### src/rtl/game_pkg.sv
// -----------------------------------------------------------------------------
// game_pkg
// Shared definitions for the game controller slice:
//   - game_state_e : controller phase encoding
//   - DEF_*        : default parameter values (25 MHz system clock)
//   - LIVES_W      : width of the lives counter
//   - lives_dec_sat: saturating decrement of the lives counter
// -----------------------------------------------------------------------------
package game_pkg;

  typedef enum logic [2:0] {
    ST_READY = 3'd0,
    ST_START = 3'd1,
    ST_PLAY  = 3'd2,
    ST_PAUSE = 3'd3,
    ST_DEAD  = 3'd4,
    ST_OVER  = 3'd5
  } game_state_e;

  // 10 ms debounce at 25 MHz
  localparam int DEF_DEBOUNCE_CYCLES = 250000;
  // 60 Hz motion tick at 25 MHz
  localparam int DEF_TICK_DIV        = 416667;
  localparam int DEF_LIVES_INIT      = 3;
  // 1 s auto-serve wait at 25 MHz
  localparam int DEF_SERVE_DELAY     = 25000000;

  localparam int LIVES_W = 2;

  // Decrement lives, holding at zero
  function automatic logic [LIVES_W-1:0] lives_dec_sat(input logic [LIVES_W-1:0] lives);
    if (lives == {LIVES_W{1'b0}}) begin
      return {LIVES_W{1'b0}};
    end else begin
      return lives - LIVES_W'(1);
    end
  endfunction

endpackage

### src/rtl/game_ctrl_fsm_if.sv
// -----------------------------------------------------------------------------
// game_ctrl_fsm_if
// Signal bundle between the game controller and its surroundings.
//   key_*_n          raw active-low pushbuttons (asynchronous)
//   sig_dead         single-cycle miss pulse from the datapath
//   ready/start/play/pause_sig  phase controls to the datapath
//   left_sig/right_sig          paddle move levels
//   game_clk         single-cycle motion tick
//   lives            remaining lives
//   game_over        high while the game is over
// Modports:
//   master : the board/datapath side (drives keys and sig_dead)
//   slave  : the controller (drives phase, move, tick and status outputs)
// -----------------------------------------------------------------------------
interface game_ctrl_fsm_if;
  import game_pkg::*;

  logic               key_start_n;
  logic               key_pause_n;
  logic               key_left_n;
  logic               key_right_n;
  logic               sig_dead;
  logic               ready_sig;
  logic               start_sig;
  logic               play_sig;
  logic               pause_sig;
  logic               left_sig;
  logic               right_sig;
  logic               game_clk;
  logic [LIVES_W-1:0] lives;
  logic               game_over;

  modport master (
    output key_start_n, key_pause_n, key_left_n, key_right_n, sig_dead,
    input  ready_sig, start_sig, play_sig, pause_sig,
    input  left_sig, right_sig, game_clk, lives, game_over
  );

  modport slave (
    input  key_start_n, key_pause_n, key_left_n, key_right_n, sig_dead,
    output ready_sig, start_sig, play_sig, pause_sig,
    output left_sig, right_sig, game_clk, lives, game_over
  );

endinterface

### src/rtl/key_debounce.sv
// -----------------------------------------------------------------------------
// key_debounce
// Two-flop synchroniser, inversion to active-high and debounce for one raw
// active-low pushbutton.
//   clk, reset   system clock, asynchronous active-high reset
//   key_n_i      raw active-low key (asynchronous to clk)
//   key_level_o  debounced active-high level
//   key_press_o  one-cycle pulse on each debounced press
// The debounced level only changes after the synchronised key has differed
// from it for DEBOUNCE_CYCLES consecutive cycles.
// -----------------------------------------------------------------------------
module key_debounce
  import game_pkg::*;
#(
  parameter int DEBOUNCE_CYCLES = DEF_DEBOUNCE_CYCLES
) (
  input  logic clk,
  input  logic reset,
  input  logic key_n_i,
  output logic key_level_o,
  output logic key_press_o
);

  localparam int CNT_W = (DEBOUNCE_CYCLES > 1) ? $clog2(DEBOUNCE_CYCLES) : 1;

  logic             sync1_q;
  logic             sync2_q;
  logic             key_s;
  logic [CNT_W-1:0] cnt_q, cnt_d;
  logic             level_q, level_d;
  logic             armed_q, armed_d;
  logic             press_q, press_d;

  // Synchroniser flops. They reset to the "pressed" raw level so that a key
  // held across reset release is never mistaken for a fresh press: the key
  // has to be seen released before its next rising edge is reported.
  always_ff @(posedge clk or posedge reset) begin
    if (reset) begin
      sync1_q <= 1'b0;
      sync2_q <= 1'b0;
    end else begin
      sync1_q <= key_n_i;
      sync2_q <= sync1_q;
    end
  end

  assign key_s = ~sync2_q;

  // Mismatch counter, debounced level, arming and press pulse
  always_comb begin
    cnt_d   = cnt_q;
    level_d = level_q;
    armed_d = armed_q;
    press_d = 1'b0;
    if (key_s != level_q) begin
      if (cnt_q == CNT_W'(DEBOUNCE_CYCLES - 1)) begin
        cnt_d   = {CNT_W{1'b0}};
        level_d = key_s;
        press_d = key_s & armed_q;
      end else begin
        cnt_d = cnt_q + CNT_W'(1);
      end
    end else begin
      cnt_d = {CNT_W{1'b0}};
    end
    // A confirmed released state enables press reporting from then on
    if (!key_s && !level_q) begin
      armed_d = 1'b1;
    end else begin
      armed_d = armed_q;
    end
  end

  // Debounce state registers
  always_ff @(posedge clk or posedge reset) begin
    if (reset) begin
      cnt_q   <= {CNT_W{1'b0}};
      level_q <= 1'b0;
      armed_q <= 1'b0;
      press_q <= 1'b0;
    end else begin
      cnt_q   <= cnt_d;
      level_q <= level_d;
      armed_q <= armed_d;
      press_q <= press_d;
    end
  end

  assign key_level_o = level_q;
  assign key_press_o = press_q;

endmodule

### src/rtl/game_ctrl_fsm.sv
// -----------------------------------------------------------------------------
// game_ctrl_fsm
// Phase controller for a paddle game: debounces the four pushbuttons, runs
// the READY/START/PLAY/PAUSE/DEAD/OVER phase machine, keeps the lives count,
// generates the motion tick and gates the paddle move levels.
//   clk    system/pixel clock
//   reset  asynchronous, active-high
//   bus    game_ctrl_fsm_if.slave: raw keys and sig_dead in; phase controls,
//          move levels, game_clk, lives and game_over out (all registered)
// Optional build macro GAME_AUTO_SERVE_EN: READY reached from DEAD serves
// automatically after SERVE_DELAY cycles unless a start press comes first.
// Without the macro READY only leaves on a start press.
// -----------------------------------------------------------------------------
module game_ctrl_fsm
  import game_pkg::*;
#(
  parameter int DEBOUNCE_CYCLES = DEF_DEBOUNCE_CYCLES,
  parameter int TICK_DIV        = DEF_TICK_DIV,
  parameter int LIVES_INIT      = DEF_LIVES_INIT,
  parameter int SERVE_DELAY     = DEF_SERVE_DELAY
) (
  input  logic          clk,
  input  logic          reset,
  game_ctrl_fsm_if.slave bus
);

  localparam int TICK_W = (TICK_DIV > 1) ? $clog2(TICK_DIV) : 1;

  logic       start_press_s;
  logic       pause_press_s;
  logic       left_lvl_s;
  logic       right_lvl_s;
  logic [1:0] unused_lvl_s;
  logic [1:0] unused_press_s;

  game_state_e        state_q, state_d;
  logic [LIVES_W-1:0] lives_q, lives_d;
  logic [TICK_W-1:0]  tick_cnt_q, tick_cnt_d;
  logic               game_clk_q, game_clk_d;
  logic               ready_q, ready_d;
  logic               start_q, start_d;
  logic               play_q, play_d;
  logic               pause_q, pause_d;
  logic               left_q, left_d;
  logic               right_q, right_d;
  logic               over_q, over_d;

`ifdef GAME_AUTO_SERVE_EN
  localparam int SERVE_W = (SERVE_DELAY > 1) ? $clog2(SERVE_DELAY) : 1;
  logic               serve_arm_q, serve_arm_d;
  logic [SERVE_W-1:0] serve_cnt_q, serve_cnt_d;
`endif

  key_debounce #(.DEBOUNCE_CYCLES(DEBOUNCE_CYCLES)) u_key_start (
    .clk        (clk),
    .reset      (reset),
    .key_n_i    (bus.key_start_n),
    .key_level_o(unused_lvl_s[0]),
    .key_press_o(start_press_s)
  );

  key_debounce #(.DEBOUNCE_CYCLES(DEBOUNCE_CYCLES)) u_key_pause (
    .clk        (clk),
    .reset      (reset),
    .key_n_i    (bus.key_pause_n),
    .key_level_o(unused_lvl_s[1]),
    .key_press_o(pause_press_s)
  );

  key_debounce #(.DEBOUNCE_CYCLES(DEBOUNCE_CYCLES)) u_key_left (
    .clk        (clk),
    .reset      (reset),
    .key_n_i    (bus.key_left_n),
    .key_level_o(left_lvl_s),
    .key_press_o(unused_press_s[0])
  );

  key_debounce #(.DEBOUNCE_CYCLES(DEBOUNCE_CYCLES)) u_key_right (
    .clk        (clk),
    .reset      (reset),
    .key_n_i    (bus.key_right_n),
    .key_level_o(right_lvl_s),
    .key_press_o(unused_press_s[1])
  );

  // Next phase, lives bookkeeping and auto-serve timing
  always_comb begin
    state_d = state_q;
    lives_d = lives_q;
`ifdef GAME_AUTO_SERVE_EN
    serve_arm_d = serve_arm_q;
    serve_cnt_d = serve_cnt_q;
`endif
    case (state_q)
      ST_READY: begin
        if (start_press_s) begin
          state_d = ST_START;
        end
`ifdef GAME_AUTO_SERVE_EN
        else if (serve_arm_q && (serve_cnt_q == SERVE_W'(SERVE_DELAY - 1))) begin
          state_d = ST_START;
        end else if (serve_arm_q) begin
          serve_cnt_d = serve_cnt_q + SERVE_W'(1);
        end
`endif
        else begin
          state_d = ST_READY;
        end
      end
      ST_START: begin
        state_d = ST_PLAY;
      end
      ST_PLAY: begin
        // A miss wins over a simultaneous pause press
        if (bus.sig_dead) begin
          state_d = ST_DEAD;
          lives_d = lives_dec_sat(lives_q);
        end else if (pause_press_s) begin
          state_d = ST_PAUSE;
        end else begin
          state_d = ST_PLAY;
        end
      end
      ST_PAUSE: begin
        if (pause_press_s) begin
          state_d = ST_PLAY;
        end else begin
          state_d = ST_PAUSE;
        end
      end
      ST_DEAD: begin
        // lives was already decremented on entry, so zero means the last life
        if (lives_q == {LIVES_W{1'b0}}) begin
          state_d = ST_OVER;
        end else begin
          state_d = ST_READY;
`ifdef GAME_AUTO_SERVE_EN
          serve_arm_d = 1'b1;
          serve_cnt_d = {SERVE_W{1'b0}};
`endif
        end
      end
      ST_OVER: begin
        if (start_press_s) begin
          state_d = ST_READY;
          lives_d = LIVES_W'(LIVES_INIT);
        end else begin
          state_d = ST_OVER;
        end
      end
      default: begin
        state_d = ST_READY;
      end
    endcase
`ifdef GAME_AUTO_SERVE_EN
    if (state_d == ST_START) begin
      serve_arm_d = 1'b0;
      serve_cnt_d = {SERVE_W{1'b0}};
    end else begin
      serve_arm_d = serve_arm_d;
    end
`endif
  end

  // Motion tick: counts only while playing, frozen otherwise, cleared on serve
  always_comb begin
    tick_cnt_d = tick_cnt_q;
    game_clk_d = 1'b0;
    if (state_d == ST_START) begin
      tick_cnt_d = {TICK_W{1'b0}};
    end else if (state_q == ST_PLAY) begin
      if (tick_cnt_q == TICK_W'(TICK_DIV - 1)) begin
        tick_cnt_d = {TICK_W{1'b0}};
        game_clk_d = 1'b1;
      end else begin
        tick_cnt_d = tick_cnt_q + TICK_W'(1);
      end
    end else begin
      tick_cnt_d = tick_cnt_q;
    end
  end

  // Registered output values decoded from the next phase
  always_comb begin
    ready_d = (state_d == ST_READY);
    start_d = (state_d == ST_START);
    play_d  = (state_d == ST_PLAY) || (state_d == ST_PAUSE);
    pause_d = (state_d == ST_PAUSE);
    over_d  = (state_d == ST_OVER);
    // Both move keys held cancel each other
    left_d  = (state_d == ST_PLAY) && left_lvl_s && !right_lvl_s;
    right_d = (state_d == ST_PLAY) && right_lvl_s && !left_lvl_s;
  end

  // Phase, lives, tick and output registers
  always_ff @(posedge clk or posedge reset) begin
    if (reset) begin
      state_q    <= ST_READY;
      lives_q    <= LIVES_W'(LIVES_INIT);
      tick_cnt_q <= {TICK_W{1'b0}};
      game_clk_q <= 1'b0;
      ready_q    <= 1'b1;
      start_q    <= 1'b0;
      play_q     <= 1'b0;
      pause_q    <= 1'b0;
      left_q     <= 1'b0;
      right_q    <= 1'b0;
      over_q     <= 1'b0;
    end else begin
      state_q    <= state_d;
      lives_q    <= lives_d;
      tick_cnt_q <= tick_cnt_d;
      game_clk_q <= game_clk_d;
      ready_q    <= ready_d;
      start_q    <= start_d;
      play_q     <= play_d;
      pause_q    <= pause_d;
      left_q     <= left_d;
      right_q    <= right_d;
      over_q     <= over_d;
    end
  end

`ifdef GAME_AUTO_SERVE_EN
  // Auto-serve wait registers
  always_ff @(posedge clk or posedge reset) begin
    if (reset) begin
      serve_arm_q <= 1'b0;
      serve_cnt_q <= {SERVE_W{1'b0}};
    end else begin
      serve_arm_q <= serve_arm_d;
      serve_cnt_q <= serve_cnt_d;
    end
  end
`endif

  assign bus.ready_sig = ready_q;
  assign bus.start_sig = start_q;
  assign bus.play_sig  = play_q;
  assign bus.pause_sig = pause_q;
  assign bus.left_sig  = left_q;
  assign bus.right_sig = right_q;
  assign bus.game_clk  = game_clk_q;
  assign bus.lives     = lives_q;
  assign bus.game_over = over_q;

endmodule

### src/flat_wrapper.sv
// flat-port wrapper written by rule: the top's interface ports become plain ports
module game_ctrl_fsm_flat import game_pkg::*;
#(
  parameter int DEBOUNCE_CYCLES = DEF_DEBOUNCE_CYCLES,
  parameter int TICK_DIV        = DEF_TICK_DIV,
  parameter int LIVES_INIT      = DEF_LIVES_INIT,
  parameter int SERVE_DELAY     = DEF_SERVE_DELAY
)
  (clk, reset, bus_key_start_n, bus_key_pause_n, bus_key_left_n, bus_key_right_n, bus_sig_dead, bus_ready_sig, bus_start_sig, bus_play_sig, bus_pause_sig, bus_left_sig, bus_right_sig, bus_game_clk, bus_lives, bus_game_over);
  game_ctrl_fsm_if bus_i ();
  input  logic clk;
  input  logic reset;
  input wire logic [$bits(bus_i.key_start_n)-1:0] bus_key_start_n;
  input wire logic [$bits(bus_i.key_pause_n)-1:0] bus_key_pause_n;
  input wire logic [$bits(bus_i.key_left_n)-1:0] bus_key_left_n;
  input wire logic [$bits(bus_i.key_right_n)-1:0] bus_key_right_n;
  input wire logic [$bits(bus_i.sig_dead)-1:0] bus_sig_dead;
  output wire logic [$bits(bus_i.ready_sig)-1:0] bus_ready_sig;
  output wire logic [$bits(bus_i.start_sig)-1:0] bus_start_sig;
  output wire logic [$bits(bus_i.play_sig)-1:0] bus_play_sig;
  output wire logic [$bits(bus_i.pause_sig)-1:0] bus_pause_sig;
  output wire logic [$bits(bus_i.left_sig)-1:0] bus_left_sig;
  output wire logic [$bits(bus_i.right_sig)-1:0] bus_right_sig;
  output wire logic [$bits(bus_i.game_clk)-1:0] bus_game_clk;
  output wire logic [$bits(bus_i.lives)-1:0] bus_lives;
  output wire logic [$bits(bus_i.game_over)-1:0] bus_game_over;
  assign bus_i.key_start_n = bus_key_start_n;
  assign bus_i.key_pause_n = bus_key_pause_n;
  assign bus_i.key_left_n = bus_key_left_n;
  assign bus_i.key_right_n = bus_key_right_n;
  assign bus_i.sig_dead = bus_sig_dead;
  assign bus_ready_sig = bus_i.ready_sig;
  assign bus_start_sig = bus_i.start_sig;
  assign bus_play_sig = bus_i.play_sig;
  assign bus_pause_sig = bus_i.pause_sig;
  assign bus_left_sig = bus_i.left_sig;
  assign bus_right_sig = bus_i.right_sig;
  assign bus_game_clk = bus_i.game_clk;
  assign bus_lives = bus_i.lives;
  assign bus_game_over = bus_i.game_over;
  game_ctrl_fsm #(.DEBOUNCE_CYCLES(DEBOUNCE_CYCLES), .TICK_DIV(TICK_DIV), .LIVES_INIT(LIVES_INIT), .SERVE_DELAY(SERVE_DELAY)) u_core (.clk(clk), .reset(reset), .bus(bus_i));
endmodule
### config.mk
export PLATFORM = sky130hd
export DESIGN_NAME = game_ctrl_fsm_flat
export DESIGN_NICKNAME = d
export VERILOG_FILES = /design/src/rtl/game_pkg.sv /design/src/rtl/game_ctrl_fsm_if.sv /design/src/rtl/key_debounce.sv /design/src/rtl/game_ctrl_fsm.sv /design/src/flat_wrapper.sv
export SDC_FILE = /design/constraint.sdc
export NUM_CORES = 1
export LEC_CHECK = 0
export CELL_PAD_IN_SITES_DETAIL_PLACEMENT = 1
export CELL_PAD_IN_SITES_GLOBAL_PLACEMENT = 1
export CORE_MARGIN = 10
export CORE_UTILIZATION = 44
export CTS_CLUSTER_DIAMETER = 30
export CTS_CLUSTER_SIZE = 20
export DETAILED_ROUTE_END_ITERATION = 10
export GPL_TIMING_DRIVEN = 0
export HOLD_SLACK_MARGIN = 0.03
export PLACE_DENSITY = 0.75
export SYNTH_ARGS = -nofsm -noshare
export SYNTH_HDL_FRONTEND = slang
export SYNTH_SLANG_ARGS = --single-unit
### constraint.sdc
create_clock -name clk -period 3.65 [get_ports clk]
set_clock_uncertainty 0.05 [all_clocks]
set_input_delay 0.73 -clock clk [delete_from_list [all_inputs] [get_ports clk]]
set_output_delay 0.73 -clock clk [all_outputs]
set_load 0.01 [all_outputs]
* Word-level counts from Yosys, hierarchy flattened
Cells that the tools add are included.
** Word-level totals
- Flip-flop bits (word level) :: 120
- Bits of input ports :: 7
- Output and inout port bits :: 10
- Word-level logic and storage cells :: 113
** Operators by class
- Add/subtract/negate cells :: 6
- Equality and inequality tests :: 20
- Mux-type cells :: 29
- Bitwise logic cells :: 6
- Reductions and logical operators :: 21
** Operator list (number)
- $mux W18 :: 8
- $add A18 B1 Y18 const B :: 4
- $eq A18 B18 Y1 const B :: 4
- $mux W19 :: 3
- $add A19 B1 Y19 const B :: 1
- $eq A19 B19 Y1 const B :: 1
- $pmux W3 S6 :: 1
- $eq A3 B2 Y1 const B :: 4
- $mux W1 :: 10
- $eq A3 B3 Y1 const B :: 3
- $mux W3 :: 3
- $reduce_and A2 Y1 :: 4
- $eq A3 B1 Y1 const B :: 2
- $logic_and A1 B1 Y1 :: 6
- $logic_not A3 Y1 :: 2
- $mux W2 :: 3
- $logic_not A1 Y1 :: 4
- $ne A1 B1 Y1 :: 4
- $ne A2 B2 Y1 const B :: 2
- $not A1 Y1 :: 4
- $pmux W2 S2 :: 1
- $reduce_bool A2 Y1 :: 2
- $reduce_and A3 Y1 :: 1
- $and A1 B1 Y1 :: 2
- other kinds (3) :: 3

* Depth between registers and ports, before layout
Gate-level depths: netlist of run 1.
- Word-level depth :: 6
- Mapped depth :: 8
- Gate-level depth less buffers :: 7

* Hierarchy
A second synthesis of run 1 with hierarchy kept.
** Unflattened totals
- Cells, all modules :: 602
- Area, all modules :: 6190.9 um^2
** By module, submodules not included
- key_debounce :: times used 4, cells an instance 106, area an instance 1129.8 um^2, sequential area each 575.6 um^2
- game_ctrl_fsm :: times used 1, cells an instance 178, area an instance 1671.6 um^2, sequential area each 804.5 um^2

* Worst setup path after synthesis of run 1
Ideal clock, no wire load.
- Path kind :: reg-to-reg
- Start :: register u_core.tick_cnt_q[0]
- End :: register u_core.tick_cnt_q[5]
- Library setup time :: 121 ps
- Arrival time :: 1634 ps
- Required time :: 3479 ps
- Path slack :: 1845 ps
- Stages on the path, launching flop included :: 9
- Buffers on the path :: 1
- Period minus slack after synthesis :: 1805 ps
- Cell sequence :: dfrtp_1 > inv_1 > ha_1 > nand4b_1 > or3_4 > o21ai_4 > buf_4 > o21ai_0 > a22o_1
** Between the ends
- Longest elaborated chain between the ends :: 4
- Elaborated cells on any way between the ends :: 5
- Those cells by class :: add/sub (1); eq/ne (1); mux (3)
** RTL lines
- start, declared :: line game_ctrl_fsm.sv:38 : logic [TICK_W-1:0] tick_cnt_q, tick_cnt_d;
- start signal, assigned :: line game_ctrl_fsm.sv:200 : tick_cnt_q <= {TICK_W{1'b0}};
- start signal, assigned :: line game_ctrl_fsm.sv:212 : tick_cnt_q <= tick_cnt_d;
- $add A19 B1 Y19 / $eq A19 B19 Y1 (equally long branches) :: line game_ctrl_fsm.sv:176, game_ctrl_fsm.sv:172
- $mux W19 * :: line game_ctrl_fsm.sv:172 : if (tick_cnt_q == TICK_W'(TICK_DIV - 1)) begin
- $mux W19 * :: line game_ctrl_fsm.sv:171 : end else if (state_q == ST_PLAY) begin
- $mux W19 * :: line game_ctrl_fsm.sv:169 : if (state_d == ST_START) begin
Every way passes the cells marked *; elsewhere a longest branch is shown, timed or not. The select of a mux whose other input is x is not followed.
A chain may end at the register's enable or synchronous reset.

* Final worst setup path of run 1
- Start :: register u_core.lives_q[0], in the netlist u_core.bus.lives[0]
- End :: output port bus_lives[0]
** RTL lines
- start, declared :: line game_ctrl_fsm.sv:37 : logic [LIVES_W-1:0] lives_q, lives_d;
- start signal, assigned :: line game_ctrl_fsm.sv:199 : lives_q <= LIVES_W'(LIVES_INIT);
- start signal, assigned :: line game_ctrl_fsm.sv:211 : lives_q <= lives_d;
- end, declared :: line flat_wrapper.sv:25 : output wire logic [$bits(bus_i.lives)-1:0] bus_lives;
No word-level cell between the ends.

==> flow_metrics.tcl, run 1 <==
set metrics [dict create \
    cp_max_fo 5 \
    finalWeightedCongestion 0.768 \
    status "finished clean" \
    synth_top_area_share_pct 51.9 \
    coreArea_mm2 0.0126 \
    p_total_mw 3.18 \
    ant_nets 0 \
    p_per_area_mw_per_mm2 476 \
    num-fill-cells 1383 \
    synth_commonest_cells "dfrtp_1, nor2_1, nand2_1" \
    routedWlPerCell_um 16.0 \
    clock_sinks 120 \
    firstDrtPassIters 4 \
    hold_buffers 0 \
    path_class "flop to output pin" \
    cp-start-kind "flop" \
    tightest_slew_ns 0.865 \
    period_share_pct 63.1 \
    cts_tree "built" \
    die_area_mm2 0.0178 \
    yosysMostFrequentCell "dfrtp_1" \
    hold_class "flop to flop" \
    h-tree-depth 4 \
    leakage_nw 2.95 \
    critPathSlowestCell "dfstp_2" \
    post_cts_buffers 0 \
    grt_pass1_vias 4551 \
    drv_cap 0 \
    place_hpwl_mm 8.62 \
    synth_mux_area_share_pct 0.709 \
    gr-usage-all-layers_pct 15.0 \
    grt_max_degree 33 \
    slowest_delay_ns 0.56 \
    synth_edf_count 0 \
    min_period_ns 2.30 \
    synthTopCellsByArea "dfrtp_1, xor2_1, nor2_1" \
    synthDistinctLibCells 47 \
    diodes 0 \
    final_nets 616 \
    syn_area_mm2 0.00564 \
    antenna_found_initial 0 \
    yosys_warnings 0 \
    vias 4171 \
    cts-root-buf "clkbuf_16" \
    die_h_um 133 \
    crit_chain "clkdlybuf4s50_1" \
    timing.final.ws_setup_ns 1.35 \
    area_delta_synth_final_pct 18.4 \
    cp-end-kind "output pin" \
    worst-path-buf-inv 1 \
    synth_compound_area_share_pct 5.12 \
    max-vdd-ir-drop_mv 0.296 \
    synth_seq_cells 120 \
    slew_headroom_pct 41.5 \
    synth_top_area_cell "dfrtp_1" \
    drc 0 \
    dr.first_iter.drc_count 167 \
    cp_top_family "flip-flops" \
    crit_arrival_ns 1.52 \
    ys.flop_type "dfrtp_1" \
    setup_tns_ns 0 \
    drive_above_1_share_pct 10.4 \
    yosysSeqAreaShare_pct 53.3 \
    dp_worst_setup_slack_ns 1.17 \
    routed_wl_mm 12.5 \
    cp.required_ns 2.87 \
    die_w_um 133 \
    clkTransAtPathRegs_ns 0.05 \
    synth_top_family_by_area "simple AND/OR/NAND/NOR gates" \
    grt-ovfl-total 0 \
    via_per_inst 5.31 \
    cts_buffers 17 \
    insertion_delay_ns 0.42 \
    rsz0062_at_grt "no" \
    slew_violations 0 \
    synthXorXnorAreaFrac_pct 9.62 \
    fmax_ghz 0.434 \
    syn_area_per_cell_um2 10.0 \
    initial_utilization_pct 44.9 \
    synth_fa_ha_area_share_pct 1.77 \
    io_buffers 16 \
    setup_viol 0 \
    syn_inst 563 \
    synth-simple-area-share_pct 26.2 \
    async_flop_share_pct 100 \
    grt_pass1_wl_mm 22.0 \
    row_count 41 \
    ctsLongestPathBuffers 2 \
    finalHoldViolCount 0 \
    cts_resized 0 \
    synth_nets 578 \
    ios 17 \
]
==> per-layer routing <==
| metal | wire [µm] | part of all wire [%] | vias up | track usage [%] |
|---|---|---|---|---|
| met1 | 5710 | 46 | 2112 | 18.1 |
| met4 | 177 | 1.4 | 0 | 6.71 |
| met3 | 359 | 2.9 | 18 | 3.98 |
| met5 | 0 | 0 | - | 0 |
| met2 | 6300 | 50 | 40 | 24.7 |
| li1 | - | - | 2001 | - |
==> cell type report <==
type                    count  area [µm²]  share of cell area (%)
clock inverters             9         123                    1.83
flip-flops and latches    120        3010                    45.0
inverters                  22        86.3                    1.29
multi-input cells         404        2450                    36.7
well taps                 172         215                    3.22
repair buffers             19         220                    3.29
plain buffers              17         104                    1.55
clock buffers              23         478                    7.15
==> kinds of logic (layout without fill, tap and decap cells) <==
group,count (synthesis),after routing
simple gates,282,282
xor+xnor,62,62
mux,4,4
compound gates,48,48
fa+ha+maj,8,8
buf+inv,39,90
flops,120,120
==> cell usage in the layout (no fill, tap or decap), types with 4 or more instances in the layout <==
master             n
nor2b_1            4
o21ai_0           19
a21o_1             5
clkbuf_1           9
nand2_1           45
or3_1             11
clkdlybuf4s50_1   16
nor4_1             8
ha_1               8
xnor2_1           20
buf_2              5
a21oi_1           16
nor3b_1            4
nor4b_1            5
nand3_1           38
inv_1             21
and4_1             5
mux2i_1            4
nand4_1           17
dfrtp_1          117
nor3_1             8
nor2_1            85
clkinv_2           5
xor2_1            42
and3_1            21
nand2b_1           4
clkbuf_16         17
or2_2              5
==> where the power goes <==
group	leakage (nW)	total, mW	internal [mW]	switching [mW]
clock	0.297	1.70	1.12	0.583
combinational	1.03	0.0999	0.0381	0.0618
sequential	1.62	1.38	1.35	0.0214
total	2.95	3.18	2.51	0.666
==> final timing paths <==
| check | startpoint | slack [ns] | cells past startpoint | to |
|---|---|---|---|---|
| max | u_core.bus.lives[0]$_DFFE_PP1P_ | 1.35 | 1 | bus_lives[0] |
| min | u_core.u_key_start.sync1_q$_DFF_PP0_ | 0.30 | 0 | u_core.u_key_start.sync2_q$_DFF_PP0_ |
| max reg2reg | u_core.state_q[0]$_DFF_PP0_ | 1.51 | 6 | u_core.tick_cnt_q[8]$_DFFE_PP0P_ |
| min reg2reg | u_core.u_key_start.sync1_q$_DFF_PP0_ | 0.30 | 0 | u_core.u_key_start.sync2_q$_DFF_PP0_ |
| max in group asynchronous | reset | 2.04 | 4 | u_core.u_key_right.cnt_q[15]$_DFF_PP0_ |
| min in group asynchronous | reset | 0.71 | 2 | u_core.u_key_start.sync1_q$_DFF_PP0_ |
==> state kept, by name (all words and copies together) (netlist names), 2 cells and up <==
register,flops
u_core.u_key_start.cnt_q,18
u_core.bus.lives,2
u_core.u_key_right.cnt_q,18
u_core.u_key_pause.cnt_q,18
u_core.u_key_left.cnt_q,18
u_core.tick_cnt_q,19
u_core.state_q,3
==> per-stage QoR <==
| stage | instances | util, % | area [µm²] | hold WS [ns] |
|---|---|---|---|---|
| floorplan | 563 | - | 5650 | 0.281 |
| global placement | 751 | 47.9 | 6020 | 0.283 |
| detailed placement | 754 | 48.4 | 6080 | 0.287 |
| CTS | 786 | 53.2 | 6680 | 0.299 |
| global route | 786 | 53.2 | 6680 | 0.302 |
| finish | 786 | 53.2 | 6680 | 0.297 |
(Power assumes the default switching activity.)
==> run 2: changes to the inputs <==
- clock period: 3.65 -> 2.09 ns (I/O delays scaled with it)
==> flow_metrics.tcl, run 2 (synthesis results as in run 1) <==
set metrics [dict create \
    cp.required_ns 1.62 \
    place_hpwl_mm 8.62 \
    setup_viol 0 \
    grt_pass1_wl_mm 22.1 \
    p_per_area_mw_per_mm2 823 \
    clock_sinks 120 \
    grt_pass1_vias 4557 \
    io_buffers 16 \
    hold-path-endpoint "u_core.u_key_start.sync2_q$_DFF_PP0_" \
    ctsLongestPathBuffers 2 \
    grt_max_degree 33 \
    drv_cap 0 \
    ant_nets 0 \
    grt-ovfl-total 0 \
    critPathSlowestCell "dfstp_2" \
    drive_above_1_share_pct 11.6 \
    via_per_inst 5.34 \
    area_delta_synth_final_pct 19.6 \
    min_period_ns 1.99 \
    fmax_ghz 0.502 \
    row_count 41 \
    initial_utilization_pct 44.9 \
    timing.final.ws_setup_ns 0.0966 \
    setup_tns_ns 0 \
    cp-end-kind "output pin" \
    slowest_delay_ns 0.56 \
    die_w_um 133 \
    vias 4194 \
    final_nets 615 \
    status "finished clean" \
    gr-usage-all-layers_pct 15.1 \
    die_h_um 133 \
    clkTransAtPathRegs_ns 0.05 \
    worstRegToRegCells 8 \
    worst-path-buf-inv 1 \
    cts_buffers 17 \
    cp_max_fo 5 \
    crit_chain "clkdlybuf4s50_1" \
    final_cell_mix "dfrtp_1, nor2_1, nand2_1" \
    cts-root-buf "clkbuf_16" \
    h-tree-depth 4 \
    hold_class "flop to flop" \
    insertion_delay_ns 0.42 \
    cts_tree "built" \
    largest_reg_flops 19 \
    max-vdd-ir-drop_mv 0.520 \
    slew_headroom_pct 56.1 \
    ios 17 \
    crit_arrival_ns 1.53 \
    routedWlPerCell_um 16.1 \
    dr.first_iter.drc_count 165 \
    diodes 0 \
    reg2reg_slack_ns 0.1 \
    hold_buffers 0 \
    dp_worst_setup_slack_ns -0.0764 \
    period_share_pct 95.4 \
    hold_path_depth 0 \
    hold_start "u_core.u_key_start.sync1_q$_DFF_PP0_" \
    antenna_found_initial 0 \
    slew_violations 0 \
    finalWeightedCongestion 0.768 \
    coreArea_mm2 0.0126 \
    die_area_mm2 0.0178 \
    finalHoldViolCount 0 \
    r2r_end "u_core.tick_cnt_q[13]$_DFFE_PP0P_" \
    firstDrtPassIters 6 \
    routed_wl_mm 12.7 \
    layout_commonest_cell "dfrtp_1" \
    cp-start-kind "flop" \
    tightest_slew_ns 0.657 \
    drc 0 \
    cp_top_family "flip-flops" \
    top_register "u_core.tick_cnt_q" \
    leakage_nw 3.00 \
    path_class "flop to output pin" \
    worstReg2RegStart "u_core.tick_cnt_q[0]$_DFFE_PP0P_" \
    cp-startpoint "u_core.bus.lives[0]$_DFFE_PP1P_" \
]
run 2: cell count changes in the layout (fill, tap and decap cells not counted), sizes merged:
cell | previous run | this run
clkbuf | 29 | 28
run 2: repair_timing:
item                                    in CTS  in global routing
setup buffers                                1                  0
resized for setup                            2                 12
pin swaps                                    1                  1
endpoints found under the setup margin      14                 48
run 2: worst max path at each step:
stage / endpoint / slack, ns / cells after the start
after floorplan: u_core.bus.game_clk$_DFF_PP0_ / 0.16 / 1
after global placement: u_core.u_key_right.cnt_q[9]$_DFF_PP0_ / -1.01 / 2
after detailed placement: u_core.bus.right_sig$_DFF_PP0_ / -0.08 / 6
after CTS: u_core.u_key_right.cnt_q[1]$_DFF_PP0_ / 0.02 / 7
after global routing: u_core.u_key_right.cnt_q[10]$_DFF_PP0_ / -0.0002 / 7
final: bus_lives[0] / 0.1 / 1
run 2: power by group:
group	internal (mW)	total (mW)	switching, mW
clock network	1.96	2.98	1.02
registers	2.37	2.40	0.0374
logic	0.0672	0.176	0.108
run 2: area by class of cell:
class | count | area, µm²
clock buffers | 23 | 478
well taps | 172 | 215
plain buffers | 15 | 104
multi-input cells | 404 | 2510
flip-flops and latches | 120 | 3010
repair buffers | 20 | 228
clock inverters | 9 | 123
inverters | 22 | 86.3
fillers | 1373 | 5820
run 2: routing by layer:
metal / vias to the layer above / GRT usage [%] / routed length, µm / share of wire (%)
met4: 0 / 6.83 / 200 / 1.6
met5: - / 0 / 0 / 0
li1: 1999 / - / - / -
met3: 20 / 3.98 / 387 / 3.1
met1: 2126 / 18.2 / 5730 / 45
met2: 49 / 24.8 / 6350 / 50
run 2: per-stage QoR:
stage	hold WS [ns]	cell area, µm²	util [%]	cells	total power [mW]
after global placement	0.283	6020	47.9	751	2.60
after CTS	0.299	6700	53.3	787	5.62
final	0.297	6750	53.7	785	5.56
after global routing	0.302	6750	53.7	785	5.75
after floorplan	0.281	5650	-	563	2.54
after detailed placement	0.287	6080	48.4	754	2.62
==> run 3: changes to the inputs <==
- SLEW_MARGIN: default -> 10
==> results of run 3 <==
Final layout, timing and power as in run 2 (identical DEF).
